**src/rtl/vga_sync_receiver_pkg.sv**
```systemverilog
// Shared types and default 640x480 timing for the VGA sync receiver and generator.
package vga_sync_receiver_pkg;

    typedef enum logic [1:0] {
        ST_SEARCH,
        ST_ALIGN,
        ST_LOCKED
    } rx_state_e;

    // Column/line counters are 10 bits and stick at their maximum.
    localparam int                CNT_W   = 10;
    localparam logic [CNT_W-1:0]  CNT_MAX = '1;

    // Default 640x480@60 timing, measured from the sync falling edge.
    localparam int VGA_H_TOTAL   = 800;
    localparam int VGA_V_TOTAL   = 525;
    localparam int VGA_H_VISIBLE = 640;
    localparam int VGA_V_VISIBLE = 480;
    localparam int VGA_H_START   = 144;
    localparam int VGA_V_START   = 35;

    // Saturating increment shared by both counters.
    function automatic logic [CNT_W-1:0] sat_inc(input logic [CNT_W-1:0] v);
        return (v == CNT_MAX) ? v : v + 1'b1;
    endfunction

endpackage

```
**src/rtl/vga_sync_receiver_if.sv**
```systemverilog
// Video-in / recovered-timing bundle of the VGA sync receiver.
interface vga_sync_receiver_if;
    import vga_sync_receiver_pkg::*;

    logic             i_hsync;
    logic             i_vsync;
    logic [2:0]       i_red_video;
    logic [2:0]       i_grn_video;
    logic [2:0]       i_blu_video;
    logic [CNT_W-1:0] o_hpos;
    logic [CNT_W-1:0] o_vpos;
    logic             o_visible;
    logic             o_locked;
    logic             o_frame_strobe;
    logic [CNT_W-1:0] o_line_len;
    logic [CNT_W-1:0] o_frame_lines;
    logic [15:0]      o_frame_sum;
    logic             o_sync_error;

    // Video source side
    modport master (
        output i_hsync, i_vsync, i_red_video, i_grn_video, i_blu_video,
        input  o_hpos, o_vpos, o_visible, o_locked, o_frame_strobe,
               o_line_len, o_frame_lines, o_frame_sum, o_sync_error
    );

    // Receiver side
    modport slave (
        input  i_hsync, i_vsync, i_red_video, i_grn_video, i_blu_video,
        output o_hpos, o_vpos, o_visible, o_locked, o_frame_strobe,
               o_line_len, o_frame_lines, o_frame_sum, o_sync_error
    );

endinterface

```
**src/rtl/sync_edge_detect.sv**
```systemverilog
// Falling-edge detector for one active-low sync input.
module sync_edge_detect (
    input  logic i_clk,
    input  logic i_rst_n,
    input  logic i_sync,
    output logic o_fall
);

    logic sync_d, sync_q;

    // Previous sample of the sync line; reset low so a sync already low at release is not an edge.
    always_comb sync_d = i_sync;

    // Registered copy of the sync input.
    always_ff @(posedge i_clk or negedge i_rst_n) begin
        if (!i_rst_n) sync_q <= 1'b0;
        else          sync_q <= sync_d;
    end

    assign o_fall = sync_q & ~i_sync;

endmodule

```
**src/rtl/vga_sync_receiver.sv**
```systemverilog
// Recovers pixel position from VGA syncs, tracks lock and checksums visible pixels per frame.
module vga_sync_receiver
    import vga_sync_receiver_pkg::*;
#(
    parameter int H_TOTAL   = VGA_H_TOTAL,
    parameter int V_TOTAL   = VGA_V_TOTAL,
    parameter int H_VISIBLE = VGA_H_VISIBLE,
    parameter int V_VISIBLE = VGA_V_VISIBLE,
    parameter int H_START   = VGA_H_START,
    parameter int V_START   = VGA_V_START
) (
    input  logic                i_clk,
    input  logic                i_rst_n,
    vga_sync_receiver_if.slave  bus
);

    localparam logic [CNT_W-1:0] H_TOT_C   = CNT_W'(H_TOTAL);
    localparam logic [CNT_W-1:0] V_TOT_C   = CNT_W'(V_TOTAL);
    localparam logic [CNT_W-1:0] H_START_C = CNT_W'(H_START);
    localparam logic [CNT_W-1:0] V_START_C = CNT_W'(V_START);
    localparam logic [CNT_W-1:0] H_END_C   = CNT_W'(H_START + H_VISIBLE);
    localparam logic [CNT_W-1:0] V_END_C   = CNT_W'(V_START + V_VISIBLE);

    // bit 0 = hsync, bit 1 = vsync
    logic [1:0] sync_in, sync_fall;
    logic       hs_edge, vs_edge;

    assign sync_in = {bus.i_vsync, bus.i_hsync};

    for (genvar g = 0; g < 2; g++) begin : g_edge
        sync_edge_detect u_edge (
            .i_clk   (i_clk),
            .i_rst_n (i_rst_n),
            .i_sync  (sync_in[g]),
            .o_fall  (sync_fall[g])
        );
    end

    assign hs_edge = sync_fall[0];
    assign vs_edge = sync_fall[1];

    rx_state_e        state_d, state_q;
    logic [CNT_W-1:0] hc_d, hc_q, vc_d, vc_q;
    logic [CNT_W-1:0] hpos_d, hpos_q, vpos_d, vpos_q;
    logic [CNT_W-1:0] line_len_d, line_len_q, frame_lines_d, frame_lines_q;
    logic             vis_d, vis_q, locked_d, locked_q;
    logic             strobe_d, strobe_q, sync_err_d, sync_err_q;
    logic             line_bad_d, line_bad_q;
    logic [8:0]       pix_d, pix_q;
    logic [15:0]      acc_d, acc_q, sum_d, sum_q, acc_add;

    // Measurements of the line/frame that ends on this sample's edges.
    logic [CNT_W-1:0] cur_len, cur_lines;
    logic             len_bad, lines_bad, hc_sat, frame_ok;

    assign cur_len   = sat_inc(hc_q);
    assign cur_lines = sat_inc(vc_q);
    assign len_bad   = hs_edge && (cur_len != H_TOT_C);
    assign lines_bad = vs_edge && (cur_lines != V_TOT_C);
    assign hc_sat    = (hc_d == CNT_MAX);
    // The line closed by a coincident hsync edge still belongs to the frame being judged.
    assign frame_ok  = !line_bad_q && !len_bad && !hc_sat && (cur_lines == V_TOT_C);

    // Counters, measurements, position outputs and frame checksum.
    always_comb begin
        hc_d          = hs_edge ? '0 : sat_inc(hc_q);
        vc_d          = vc_q;
        if (vs_edge)      vc_d = '0;
        else if (hs_edge) vc_d = sat_inc(vc_q);
        line_len_d    = hs_edge ? cur_len : line_len_q;
        line_bad_d    = vs_edge ? 1'b0 : (line_bad_q | len_bad | hc_sat);

        vis_d         = (hc_d >= H_START_C) && (hc_d < H_END_C) &&
                        (vc_d >= V_START_C) && (vc_d < V_END_C) && locked_q;
        hpos_d        = vis_d ? hc_d - H_START_C : '0;
        vpos_d        = vis_d ? vc_d - V_START_C : '0;
        pix_d         = {bus.i_red_video, bus.i_grn_video, bus.i_blu_video};

        // Pixel and its visible flag are one sample behind, so the edge cycle closes out the last pixel.
        acc_add       = acc_q + (vis_q ? {7'd0, pix_q} : 16'd0);
        acc_d         = acc_add;
        sum_d         = sum_q;
        frame_lines_d = frame_lines_q;
        strobe_d      = 1'b0;
        if (vs_edge) begin
            acc_d         = '0;
            sum_d         = acc_add;
            frame_lines_d = cur_lines;
            strobe_d      = 1'b1;
        end
    end

    // Lock tracking: two consecutive clean vsync edges to lock, any timing fault drops it.
    always_comb begin
        state_d    = state_q;
        sync_err_d = 1'b0;
        case (state_q)
            ST_SEARCH: if (vs_edge) state_d = ST_ALIGN;
            ST_ALIGN:  if (vs_edge) state_d = frame_ok ? ST_LOCKED : ST_SEARCH;
            ST_LOCKED: if (len_bad || lines_bad || hc_sat) begin
                state_d    = ST_SEARCH;
                sync_err_d = 1'b1;
            end
            default:   state_d = ST_SEARCH;
        endcase
        locked_d = (state_d == ST_LOCKED);
    end

    // All state and output registers.
    always_ff @(posedge i_clk or negedge i_rst_n) begin
        if (!i_rst_n) begin
            state_q       <= ST_SEARCH;
            hc_q          <= '0;
            vc_q          <= '0;
            hpos_q        <= '0;
            vpos_q        <= '0;
            vis_q         <= 1'b0;
            locked_q      <= 1'b0;
            strobe_q      <= 1'b0;
            sync_err_q    <= 1'b0;
            line_len_q    <= '0;
            frame_lines_q <= '0;
            line_bad_q    <= 1'b0;
            pix_q         <= '0;
            acc_q         <= '0;
            sum_q         <= '0;
        end else begin
            state_q       <= state_d;
            hc_q          <= hc_d;
            vc_q          <= vc_d;
            hpos_q        <= hpos_d;
            vpos_q        <= vpos_d;
            vis_q         <= vis_d;
            locked_q      <= locked_d;
            strobe_q      <= strobe_d;
            sync_err_q    <= sync_err_d;
            line_len_q    <= line_len_d;
            frame_lines_q <= frame_lines_d;
            line_bad_q    <= line_bad_d;
            pix_q         <= pix_d;
            acc_q         <= acc_d;
            sum_q         <= sum_d;
        end
    end

    assign bus.o_hpos         = hpos_q;
    assign bus.o_vpos         = vpos_q;
    assign bus.o_visible      = vis_q;
    assign bus.o_locked       = locked_q;
    assign bus.o_frame_strobe = strobe_q;
    assign bus.o_line_len     = line_len_q;
    assign bus.o_frame_lines  = frame_lines_q;
    assign bus.o_frame_sum    = sum_q;
    assign bus.o_sync_error   = sync_err_q;

endmodule
```
**src/flat_wrapper.sv**
```systemverilog
// flat-port wrapper written by rule: the top's interface ports become plain ports
module vga_sync_receiver_flat import vga_sync_receiver_pkg::*;
#(
    parameter int H_TOTAL   = VGA_H_TOTAL,
    parameter int V_TOTAL   = VGA_V_TOTAL,
    parameter int H_VISIBLE = VGA_H_VISIBLE,
    parameter int V_VISIBLE = VGA_V_VISIBLE,
    parameter int H_START   = VGA_H_START,
    parameter int V_START   = VGA_V_START
)
  (i_clk, i_rst_n, bus_i_hsync, bus_i_vsync, bus_i_red_video, bus_i_grn_video, bus_i_blu_video, bus_o_hpos, bus_o_vpos, bus_o_visible, bus_o_locked, bus_o_frame_strobe, bus_o_line_len, bus_o_frame_lines, bus_o_frame_sum, bus_o_sync_error);
  vga_sync_receiver_if bus_i ();
  input  logic i_clk;
  input  logic i_rst_n;
  input wire logic [$bits(bus_i.i_hsync)-1:0] bus_i_hsync;
  input wire logic [$bits(bus_i.i_vsync)-1:0] bus_i_vsync;
  input wire logic [$bits(bus_i.i_red_video)-1:0] bus_i_red_video;
  input wire logic [$bits(bus_i.i_grn_video)-1:0] bus_i_grn_video;
  input wire logic [$bits(bus_i.i_blu_video)-1:0] bus_i_blu_video;
  output wire logic [$bits(bus_i.o_hpos)-1:0] bus_o_hpos;
  output wire logic [$bits(bus_i.o_vpos)-1:0] bus_o_vpos;
  output wire logic [$bits(bus_i.o_visible)-1:0] bus_o_visible;
  output wire logic [$bits(bus_i.o_locked)-1:0] bus_o_locked;
  output wire logic [$bits(bus_i.o_frame_strobe)-1:0] bus_o_frame_strobe;
  output wire logic [$bits(bus_i.o_line_len)-1:0] bus_o_line_len;
  output wire logic [$bits(bus_i.o_frame_lines)-1:0] bus_o_frame_lines;
  output wire logic [$bits(bus_i.o_frame_sum)-1:0] bus_o_frame_sum;
  output wire logic [$bits(bus_i.o_sync_error)-1:0] bus_o_sync_error;
  assign bus_i.i_hsync = bus_i_hsync;
  assign bus_i.i_vsync = bus_i_vsync;
  assign bus_i.i_red_video = bus_i_red_video;
  assign bus_i.i_grn_video = bus_i_grn_video;
  assign bus_i.i_blu_video = bus_i_blu_video;
  assign bus_o_hpos = bus_i.o_hpos;
  assign bus_o_vpos = bus_i.o_vpos;
  assign bus_o_visible = bus_i.o_visible;
  assign bus_o_locked = bus_i.o_locked;
  assign bus_o_frame_strobe = bus_i.o_frame_strobe;
  assign bus_o_line_len = bus_i.o_line_len;
  assign bus_o_frame_lines = bus_i.o_frame_lines;
  assign bus_o_frame_sum = bus_i.o_frame_sum;
  assign bus_o_sync_error = bus_i.o_sync_error;
  vga_sync_receiver #(.H_TOTAL(H_TOTAL), .V_TOTAL(V_TOTAL), .H_VISIBLE(H_VISIBLE), .V_VISIBLE(V_VISIBLE), .H_START(H_START), .V_START(V_START)) u_core (.i_clk(i_clk), .i_rst_n(i_rst_n), .bus(bus_i));
endmodule
```
**config.mk**
```make
export PLATFORM = sky130hd
export DESIGN_NAME = vga_sync_receiver_flat
export DESIGN_NICKNAME = d
export VERILOG_FILES = /design/src/rtl/vga_sync_receiver_pkg.sv /design/src/rtl/vga_sync_receiver_if.sv /design/src/rtl/sync_edge_detect.sv /design/src/rtl/vga_sync_receiver.sv /design/src/flat_wrapper.sv
export SDC_FILE = /design/constraint.sdc
export NUM_CORES = 1
export LEC_CHECK = 0
export CORE_MARGIN = 4
export CORE_UTILIZATION = 50
export DETAILED_ROUTE_END_ITERATION = 7
export PLACE_DENSITY = 0.75
export SETUP_SLACK_MARGIN = 0.15
export SLEW_MARGIN = 25
export SYNTH_ARGS = -nofsm -noshare
export SYNTH_HDL_FRONTEND = slang
export SYNTH_SLANG_ARGS = --single-unit
export TNS_END_PERCENT = 50
```
**constraint.sdc**
```tcl
create_clock -name i_clk -period 7.94 [get_ports i_clk]
set_clock_uncertainty 0.05 [all_clocks]
set_input_delay 1.191 -clock i_clk [delete_from_list [all_inputs] [get_ports i_clk]]
set_output_delay 1.191 -clock i_clk [all_outputs]
set_load 0.1 [all_outputs]
```
==> impl_summary.md, run 1 <==
Drt
The count of routing violations after the opening detailed-route iteration is 388. The count of nets left with antenna violations once routing finished came out at 0. Wires add up to 12000 um. The total iterations of the first detailed-routing run is 5. Summing over every cut layer, the via total after detailed routing is 4099. The ratio of routed vias to standard cells is 5.61.

After detailed routing, the average wire length per cell comes to 16.4 um. The total DRC errors in the routed layout is 0.

Logic synthesis
The area share of the largest cell type after synthesis is 51.4%. The cell area that synthesis handed to floorplanning was 0.00536 sq mm. After synthesis, the mean cell area works out to 10.1 sq um. Counting flops with a built-in enable in the synthesized netlist gives 0. After technology mapping, the gate count stands at 532. The number of nets in the synthesized netlist is 561.

In the post-synthesis netlist, the biggest area contributors are dfrtp_1, nand2_1, o21ai_0, ha_1, xnor2_1. The largest area contributor in the synthesized netlist is dfrtp_1. The total of warnings raised by yosys is 0. Synthesis inferred 110 register bits. By count the netlist is led by dfrtp_1, nand2_1, o21ai_0. The dominant cell by count in the synthesized netlist is dfrtp_1. The sequential element share of the synthesized area is 51.4%. Of all flip-flops after synthesis, the portion carrying an async set or reset was 100%. For this run, the leading register cell type out of synthesis is dfrtp_1.

The number of different library cells in the post-synthesis netlist is 72.

Global routing
Global routing used 20.4% of the available tracks. Entering global routing, the biggest net connects 71 pins. The via count of the first global-routing pass was 4003. The first global-routing pass estimated 20500 um of wire. The initial antenna violation count is 0.

The global-route congestion overflow total is 0.

CTS
The number of gates resized after cts is 0. The number of CTS-inserted buffers is 9. Buffers added to address setup during post-CTS repair amount to 0. The hold buffer count at cts is 0.

Clock latency on the worst-skew pair, taken at its later pin, is 0.38 ns. TritonCTS built the clock tree. CTS saw 110 sinks. The tree is rooted in a clkbuf_8. After clock tree synthesis, the clock-pin slew on the worst setup and hold paths is 0.09 ns. The maximum buffer depth of the clock tree is 2. The H-tree was split into 3 levels.

Critical path
Data on the critical path is required at its endpoint by 8.18 ns. Data arrives at the worst endpoint at 4.59 ns. The top fanout value on the critical path is 28.

The type of the worst setup path is primary input to flop. The type of element launching the critical path is a primary input. The worst setup path is captured at a flop.

Cells and area
The repair_antennas step left the layout with diodes totalling 0. The area used by sequential logic in the layout is 0.00275 sq mm. The area growth from synthesis to layout is 17.8%. The multi-input combinational cells in the finished layout cover a total of 0.00242 sq mm. The number of filler instances in the final layout is 891. The final layout contains 622 nets. The share of final-layout standard cells stronger than drive strength 1 is 9.41%.

Timing
The relative slew slack is 32.1%. The period utilization is 54.9%. The actual slew at the worst max-slew pin is 1.02 ns. The final period demand of the worst path is 4.36 ns. For the final routed database, the setup TNS stands at 0 ns. Setup slack on the critical path of the routed design comes to 3.58 ns. For this run, the top clock speed supported by timing is 229 MHz.

The count of endpoints failing setup in the final report is 0. Setup repair after global routing left no endpoint under its margin. The final number of max-transition violations came to 0. The final count of hold timing violations is 0.

Run
The max-capacitance violation count is 0.

Worst hold path
The class of the worst hold path is flop to flop.

Power and ir drop
The net switching power of the design is 381 uW. In this run, the clock network consumes 25.9% of the power. The combinational cell fraction of total power is 21.0%. The part of the total power dissipated in sequential elements is 53.0%.

Internal power comes to 777 uW. In this run the static leakage power is 0.00286 uW. The maximum resistive drop on vdd is 0.000161 V. Power spread over the standard cell area amounts to 183 mW/mm^2. Net switching is 32.9% of the power.

Place
The number of input and output port buffers inserted is 72. Once detailed placement completed, the half-perimeter wirelength came to 8660 um. Routability-driven placement finished with a final weighted congestion of 0.872. Prior to clock tree synthesis, the placed netlist has a worst setup slack of 3.13 ns.

Run status
The flow ran to the end, and the final reports show no timing, DRC or antenna violations.

Die
Once the floorplan was initialized, standard cells occupied 51.7% of the core. The vertical die dimension is 112 um. The row count is 37. The floorplan step set the die width to 112 um. 73 I/O pins were placed.

The die covers 0.0124 sq mm. The total core area is 0.0104 sq mm.
[flip-flops by register name, summed over array words and instances, names as in the netlist]
| register | count |
|---|---|
| u_core.bus.o_locked | 1 |
| u_core.bus.o_vpos | 10 |
| u_core.bus.o_hpos | 10 |
| u_core.bus.o_frame_strobe | 1 |
| u_core.state_q | 2 |
| u_core.bus.o_frame_sum | 16 |
| u_core.hc_q | 10 |
| u_core.line_bad_q | 1 |
| u_core.pix_q | 9 |
| u_core.bus.o_frame_lines | 10 |
| u_core.acc_q | 16 |
| u_core.bus.o_sync_error | 1 |
| u_core.bus.o_line_len | 10 |
| u_core.g_edge.u_edge.sync_q | 2 |
| u_core.bus.o_visible | 1 |
| u_core.vc_q | 10 |
[power by group through the flow]
| stage | combinational, uW | clock (uW) | sequential (uW) |
|---|---|---|---|
| after global placement | 244 | 0 | 624 |
| final | 243 | 300 | 614 |
| after floorplan | 83.7 | 0 | 711 |
| after CTS | 244 | 310 | 614 |
| after global routing | 262 | 330 | 619 |
| after detailed placement | 244 | 0 | 624 |
[worst paths after layout]
| path | endpoint | depth (start not counted) | start | slack (ns) |
|---|---|---|---|---|
| worst max-delay path | u_core.bus.o_vpos[5]$_DFF_PN0_ | 11 | bus_i_hsync | 3.58 |
| worst min-delay path | u_core.state_q[0]$_DFF_PN0_ | 1 | u_core.state_q[1]$_DFF_PN0_ | 0.40 |
| worst max register to register | u_core.bus.o_vpos[5]$_DFF_PN0_ | 12 | u_core.hc_q[0]$_DFF_PN0_ | 4.18 |
| worst min register to register | u_core.state_q[0]$_DFF_PN0_ | 1 | u_core.state_q[1]$_DFF_PN0_ | 0.40 |
| max in group asynchronous | u_core.hc_q[4]$_DFF_PN0_ | 2 | i_rst_n | 5.87 |
| min in group asynchronous | u_core.pix_q[4]$_DFF_PN0_ | 1 | i_rst_n | 0.72 |
[routing by layer]
layer / routed length, um / global-route usage, %
met5: 0 / 0
met2: 5490 / 30.3
met3: 693 / 6.03
met4: 167 / 4.95
met1: 5610 / 29.6
[cells by family after synthesis]
logic type | count (synthesis) | synth area share, %
AND/OR/NAND/NOR | 213 | 20.7
adder cells (fa/ha/maj) | 16 | 3.88
AO/OA/AOI/OAI | 117 | 14.7
flip-flops | 110 | 51.4
multiplexers | 5 | 0.957
buffers and inverters | 41 | 3.55
XOR/XNOR | 30 | 4.90
[worst max-delay path: stages]
cell and delay, ns:
clkdlybuf4s50_1 0.48, or2b_1 0.58, a31oi_1 0.47, xnor2_1 0.16, nor2_1 0.09, ha_1 0.27, nor4_2 0.49, and4_1 0.28
o2111ai_2 0.10, buf_4 0.26, a211oi_1 0.22
[placed cells by master (no fill, tap or decap), types with 15 or more instances in the layout]
master           synthesis  final
nand3_1                 21     21
o21ai_0                 43     43
dfrtp_1                110    110
ha_1                    15     15
a21oi_1                 19     19
and2_1                  18     18
clkdlybuf4s50_1          0     71
nor2_1                  37     37
xnor2_1                 20     20
nand2_1                 63     63
[layout make-up]
type	count	area share, %
timing repair buffer	76	11.9
clock inverter	1	0.119
tap	136	2.70
inverter	15	0.892
sequential	110	43.6
multi-input combinational	381	38.4
clock buffer	12	2.46
[stage by stage]
step	total power, uW	instance area [sq um]	utilization [%]	instances	hold slack (ns)
2_1_floorplan	794	5360	-	532	0.358
3_3_place_gp	867	6150	59.3	718	0.371
3_5_place_dp	868	6150	59.3	718	0.381
4_1_cts	1170	6310	60.8	731	0.394
5_1_grt	1210	6310	60.9	731	0.422
6_report	1160	6310	60.9	731	0.404
(Power assumes the default switching activity.)
==> run 2, diff against run 1 <==
Settings changed: PLACE_DENSITY 0.75 to 0.78.
Clock period 7.94 ns to 3.7 ns, I/O delays scaled along.
==> run 2 against run 1 <==
Net effect:
- sequential share of layout area is 1.3 points lower
- sequential power is 110% higher
- highest routed layer unchanged
- final cell count is 2.3% higher
- power is 130% higher
- via count is 3.1% higher
- combinational power is 120% higher
- critical endpoint is now u_core.bus.o_hpos[1]$_DFF_PN0_
- global-route usage is 0.98 points higher
- die area stayed put
- clock power grew to 2.7 times the previous value
==> impl_summary.md, run 2 (synthesis gave the netlist of run 1 again) <==
Cells and area
The number of filler instances in the final layout is 837. The area taken by multi-input logic gates is 0.00243 sq mm. The top cell types in the final layout, fill and taps aside, are dfrtp_1, clkdlybuf4s50_1, nand2_1. The post-route netlist has 12.1% of its cells at a drive strength greater than 1. The core utilization of the finished layout is 62.7%.

Registers take 0.00275 sq mm. The finished cells cover 0.00650 sq mm. The final net count is 636. Relative to the synthesized area, the layout overhead comes to 21.4%. The commonest non-fill, non-tap cell in the layout is dfrtp_1. The final antenna diode count is 0.

Global routing
The aggregate global-route resource usage is 21.3%. The first-pass GRT wire length is 21400 um. The via count of the first global-routing pass is 4174. The maximum number of pins on one net before global-route repair is 50. For this run the aggregate overflow at the end of global routing stands at 0.

The initial antenna violation count is 0.

Critical path
The critical path starts at u_core.vc_q[0]$_DFF_PN0_. The largest individual stage delay along the critical path comes from the cell dfrtp_1. The largest single stage delay on the critical path is 0.52 ns. The worst register-to-register path begins at u_core.vc_q[0]$_DFF_PN0_.

The most common cell type on the critical path is ha_1. For the worst setup path, the data arrival time is 3.56 ns. The family of cells with the greatest summed delay on the critical path is simple AND/OR/NAND/NOR gates. The worst setup path is captured at a flop. The signal on the critical path passes through ha_1 -> and2_1 -> a31oi_1 -> xnor2_1 -> nor2_1 -> ha_1 -> nor4_4 -> and4_1 -> o2111ai_2 -> buf_12 -> nor3_2.

The top fanout value on the critical path is 17. At the worst endpoint, the required time is 3.95 ns. The type of the worst setup path is flop to flop. The worst setup path is launched from a flop. Together, buffers and inverters on the worst path number 1.

CTS
The clock latency on the worst-skew pair is 0.38 ns. The CTS tree is done. The clock tree synthesis step divided the H-tree into 3 levels.

Buffers added to address setup during post-CTS repair amount to 0. The clock root buffer is clkbuf_8. The hold buffer count at cts is 0. In this run the deepest clock path goes through 2 buffers. The number of CTS-inserted buffers is 9. After clock tree synthesis, the clock-pin slew on the worst setup and hold paths is 0.09 ns.

Counting every sink on the clock net gives 110. The number of gates resized after cts is 0.

Place
The HPWL after detailed placement is 9080 um. The number of input and output port buffers inserted is 72. The placer's final routability congestion estimate is 0.890. The area after detailed placement is 0.00626 sq mm.

Timing analysis after detailed placement gives a worst setup slack of 0.131 ns.

Timing
The final worst-path setup slack is 0.391 ns. Headroom to the max-slew limit came out at 30.9%. The final period demand of the worst path is 3.31 ns.

Setup repair after global routing could not meet its margin everywhere. Based on the critical path, the design can be clocked at up to 302 MHz. The final number of max-transition violations is 0. Setup violations remaining at the end of the flow were counted as 0. The period utilization is 89.4%.

The actual slew at the worst max-slew pin is 1.03 ns. The final count of hold timing violations is 0. The final setup TNS is 0 ns.

Power and ir drop
Net switching is 31.5% of the power. The design draws 2660 uW. The clock network is responsible for 30.5% of the overall power. Registers are responsible for 49.5% of the overall power.

The maximum resistive drop on vdd is 0.000279 V. The combinational cell fraction of total power is 20.0%. The analysis attributes to net switching a power of 838 uW. In this run the static leakage power is 0.00297 uW. The internal power consumption is 1820 uW.

The power density over cell area is 409 mW/mm^2.

Drt
The total iterations of the first detailed-routing run is 6. The residual antenna-violating net count after detailed routing is 0. The count of routing violations after the opening detailed-route iteration is 475. After detailed routing, the number of remaining DRC violations is 0. Dividing the detail-routed wire length by the instance count gives 16.9 um. Wires add up to 12700 um. The ratio of routed vias to standard cells is 5.65. The count of vias placed by the detailed router is 4227.

Die
The starting utilization of the core area is 51.7%. The width of the die is 112 um. The vertical die dimension is 112 um. The row count is 37. The floorplan step defined a die boundary enclosing 0.0124 sq mm. The number of I/O pins is 73. After floorplanning, the core was sized to cover 0.0104 sq mm.

Run
The max-capacitance violation count is 0.

Worst hold path
The class of the worst hold path is primary input to async pin.

Run status
The run finished with clean final reports.
[run 2: area by class of cell]
cell class | instances | share of cell area, %
Sequential cell | 110 | 42.3
Multi-Input combinational cell | 381 | 37.3
Timing Repair Buffer | 90 | 13.3
Tap cell | 136 | 2.62
Clock buffer | 11 | 2.33
Clock inverter | 5 | 1.25
Inverter | 15 | 0.866
[run 2: metrics by stage]
stage                     hold slack, ns  instances
final                              0.124        748
after global routing               0.158        748
after CTS                          0.133        748
after detailed placement           0.393        732
after global placement             0.375        732
after floorplan                    0.209        532
[run 2: power groups by stage]
stage / combinational, uW / clock, uW / sequential [uW]
3_3_place_gp: 526 / 0 / 1340
3_5_place_dp: 530 / 0 / 1340
6_report: 532 / 812 / 1320
4_1_cts: 533 / 841 / 1320
5_1_grt: 571 / 889 / 1330
2_1_floorplan: 180 / 0 / 1520
[run 2: routing by layer]
metal / track usage, % / up-vias / share of wire [%]
li1: - / 2008 / -
met1: 29.8 / 2058 / 46
met2: 33.0 / 145 / 47
met3: 5.22 / 16 / 5.3
met4: 6.97 / 0 / 1.7
met5: 0 / - / 0
[run 2: final timing paths]
path / endpoint / slack, ns / depth (start not counted)
worst max-delay path: u_core.bus.o_hpos[1]$_DFF_PN0_ / 0.39 / 11
worst min-delay path: u_core.pix_q[4]$_DFF_PN0_ / 0.12 / 1
worst max register to register: u_core.bus.o_hpos[1]$_DFF_PN0_ / 0.39 / 11
worst min register to register: u_core.state_q[0]$_DFF_PN0_ / 0.41 / 1
max in group asynchronous: u_core.hc_q[7]$_DFF_PN0_ / 2.61 / 2
min in group i_clk: u_core.state_q[0]$_DFF_PN0_ / 0.41 / 1
==> run 3, diff against run 2 <==
--- a/config.mk
+++ b/config.mk
@@ -10,8 +10,6 @@
 export DETAILED_ROUTE_END_ITERATION = 7
 export PLACE_DENSITY = 0.78
-export SETUP_SLACK_MARGIN = 0.15
 export SLEW_MARGIN = 25
 export SYNTH_ARGS = -nofsm -noshare
 export SYNTH_HDL_FRONTEND = slang
 export SYNTH_SLANG_ARGS = --single-unit
-export TNS_END_PERCENT = 50
--- a/constraint.sdc
+++ b/constraint.sdc
@@ -3,3 +3,3 @@
 set_input_delay 0.555 -clock i_clk [delete_from_list [all_inputs] [get_ports i_clk]]
 set_output_delay 0.555 -clock i_clk [all_outputs]
-set_load 0.1 [all_outputs]
+set_load 0.02 [all_outputs]
==> run 3 against run 2 <==
Net effect:
- setup slack worse by 0.22 ns
- register-to-register slack worse by 0.22 ns
- count of clock-buffer cells in the layout stayed put
- sequential share of layout area is 0.057 points higher
- die area stayed put
- sequential power hardly changed
==> impl_summary.md, run 3 (synthesis gave the netlist of run 1 again) <==
Cells and area
The number of filler instances in the final layout is 837. 0 antenna diodes ended up in the layout. In the layout the commonest cells are dfrtp_1, clkdlybuf4s50_1, nand2_1. The area used by sequential logic in the layout is 0.00275 sq mm. The library cell used most frequently in the layout, excluding fill and tap cells, is dfrtp_1. Excluding fillers, the count of instances in the completed layout stands at 748.

The area of all placed cells without fillers is 0.00650 sq mm. Cells with a size suffix above 1 make up 12.1% of the layout. Relative to the synthesized area, the layout overhead comes to 21.2%. Summing all multi-input logic gate instances after layout gives 0.00242 sq mm.

The final net count is 636.

Timing
The final count of hold timing violations is 0. The final number of max-transition violations was 0. The final worst-path setup slack is 0.173 ns.

The relative slew slack is 59.6%. Setup total negative slack on the finished layout was measured at 0 ns. The period utilization is 95.3%. The actual slew at the worst max-slew pin is 0.605 ns. Timing would allow up to 284 MHz. The final period demand of the worst path is 3.53 ns. Setup repair after global routing left no endpoint under its margin. The count of endpoints failing setup in the final report is 0.

Power and ir drop
The part of the total power dissipated in sequential elements is 52.9%. The internal power consumption is 1820 uW. The power density over cell area is 383 mW/mm^2. The combinational cell fraction of total power is 14.6%. The maximum resistive drop on vdd is 0.000278 V. The net switching power of the design is 669 uW. The leakage power summed over all cells is 0.00296 uW.

The switching share of power is 26.9%. In this run, the clock network consumes 32.6% of the power. The design draws 2490 uW.

Drt
The residual antenna-violating net count after detailed routing is 0. Dividing the detail-routed wire length by the instance count gives 16.9 um. The pre-antenna-repair detailed-routing pass consisted of 5 iterations. The total DRC errors in the routed layout is 0.

The count of vias placed by the detailed router is 4229. The aggregate routed wire length is 12700 um. The detailed router finished its first iteration with 462 violations. The ratio of routed vias to standard cells is 5.65.

CTS
The buffers inserted during post-CTS setup optimization is 0. The clock drives 110 sinks. Clock tree synthesis inserted a total of 9 buffers. The clock root buffer is clkbuf_8. The CTS tree is done. The later pin in the worst-skew pair is clocked with a latency of 0.38 ns. After clock tree synthesis, the clock-pin slew on the worst setup and hold paths is 0.09 ns. The maximum buffer depth of the clock tree is 2. For this design, the CTS-stage hold fixing added 0 buffers. The number of gates resized after cts is 0. The number of H-tree branching levels is 3.

Critical path
The top fanout value on the critical path is 17. The critical path is of the flop to flop type. For the worst setup path, the data required time is 3.95 ns. The type of element launching the critical path is a flop.

The endpoint type of the worst setup path is a flop. The logic depth of the worst register-to-register path is 10. The critical path data arrival time is 3.78 ns.

Global routing
The initial antenna violation count was 0. The via count of the first global-routing pass is 4174. The global-route congestion overflow total is 0. The maximum number of pins on one net before global-route repair is 50. The aggregate global-route resource usage is 21.3%. The first-pass GRT wire length is 21400 um.

Place
The HPWL after detailed placement is 9080 um. The area after detailed placement is 0.00626 sq mm. The instance count after placement with tap cells included is 732. The number of input and output port buffers inserted is 72. The setup slack at placement is 0.131 ns. The placer's final routability congestion estimate is 0.890.

Die
For this configuration, the core starts out at a cell density of 51.7%. Measured along the y axis, the die boundary spans 112 um. The number of I/O pins is 73.

The total core area is 0.0104 sq mm. In this run the horizontal extent of the chip is 112 um. The row count is 37.

The die covers 0.0124 sq mm.

Run status
The flow ran to the end, and the final reports show no timing, DRC or antenna violations.

Run
The tool flagged a number of max-cap violations equal to 0.

Worst hold path
The tightest min-delay check is of the primary input to async pin type.
## run 3: cell counts in the layout (fill, tap and decap cells not counted)
No cell type changed its count.
## run 3: path summary, 6_finish.rpt
path                                                       end  slack [ns]                        start
worst min-delay path                 u_core.pix_q[4]$_DFF_PN0_        0.12                      i_rst_n
min in group i_clk                 u_core.state_q[0]$_DFF_PN0_        0.41  u_core.state_q[1]$_DFF_PN0_
worst min register to register     u_core.state_q[0]$_DFF_PN0_        0.41  u_core.state_q[1]$_DFF_PN0_
worst max-delay path            u_core.bus.o_hpos[1]$_DFF_PN0_        0.17     u_core.vc_q[0]$_DFF_PN0_
max in group asynchronous             u_core.hc_q[7]$_DFF_PN0_        2.61                      i_rst_n
worst max register to register  u_core.bus.o_hpos[1]$_DFF_PN0_        0.17     u_core.vc_q[0]$_DFF_PN0_
## run 3: critical path: stages, from the launching register on
cell and delay [ns]:
dfrtp_1 0.54, ha_1 0.33, nand2_2 0.20, o311ai_0 0.48, a21oi_1 0.20, ha_1 0.27, nor4_2 0.48, and4_1 0.27
o2111ai_2 0.24, buf_12 0.26, nor3_2 0.13
## run 3: stage by stage
stage / hold WS, ns / utilization, %
floorplan: 0.209 / -
global placement: 0.375 / 60.4
detailed placement: 0.393 / 60.4
CTS: 0.133 / 62.6
global route: 0.158 / 62.6
finish: 0.124 / 62.6
## run 3: layout make-up
class / instances / share of cell area (%)
sequential: 110 / 42.4
inverter: 15 / 0.867
multi-input combinational: 381 / 37.2
timing repair buffer: 90 / 13.3
clock buffer: 11 / 2.33
tap: 136 / 2.62
clock inverter: 5 / 1.25
## run 3: power groups by stage
stage                     Clock, uW  Combinational (uW)  Sequential (uW)
after floorplan                   0                 179             1360
after global placement            0                 358             1340
after detailed placement          0                 363             1340
after CTS                       841                 365             1320
after global routing            889                 400             1330
final                           811                 363             1320
## run 3: metal layers
layer,up-vias,GRT usage [%],routed length (um)
met5,-,0,0
met4,0,6.97,218
met3,18,5.22,663
met2,153,33.0,5830
met1,2049,29.8,5950
li1,2009,-,-
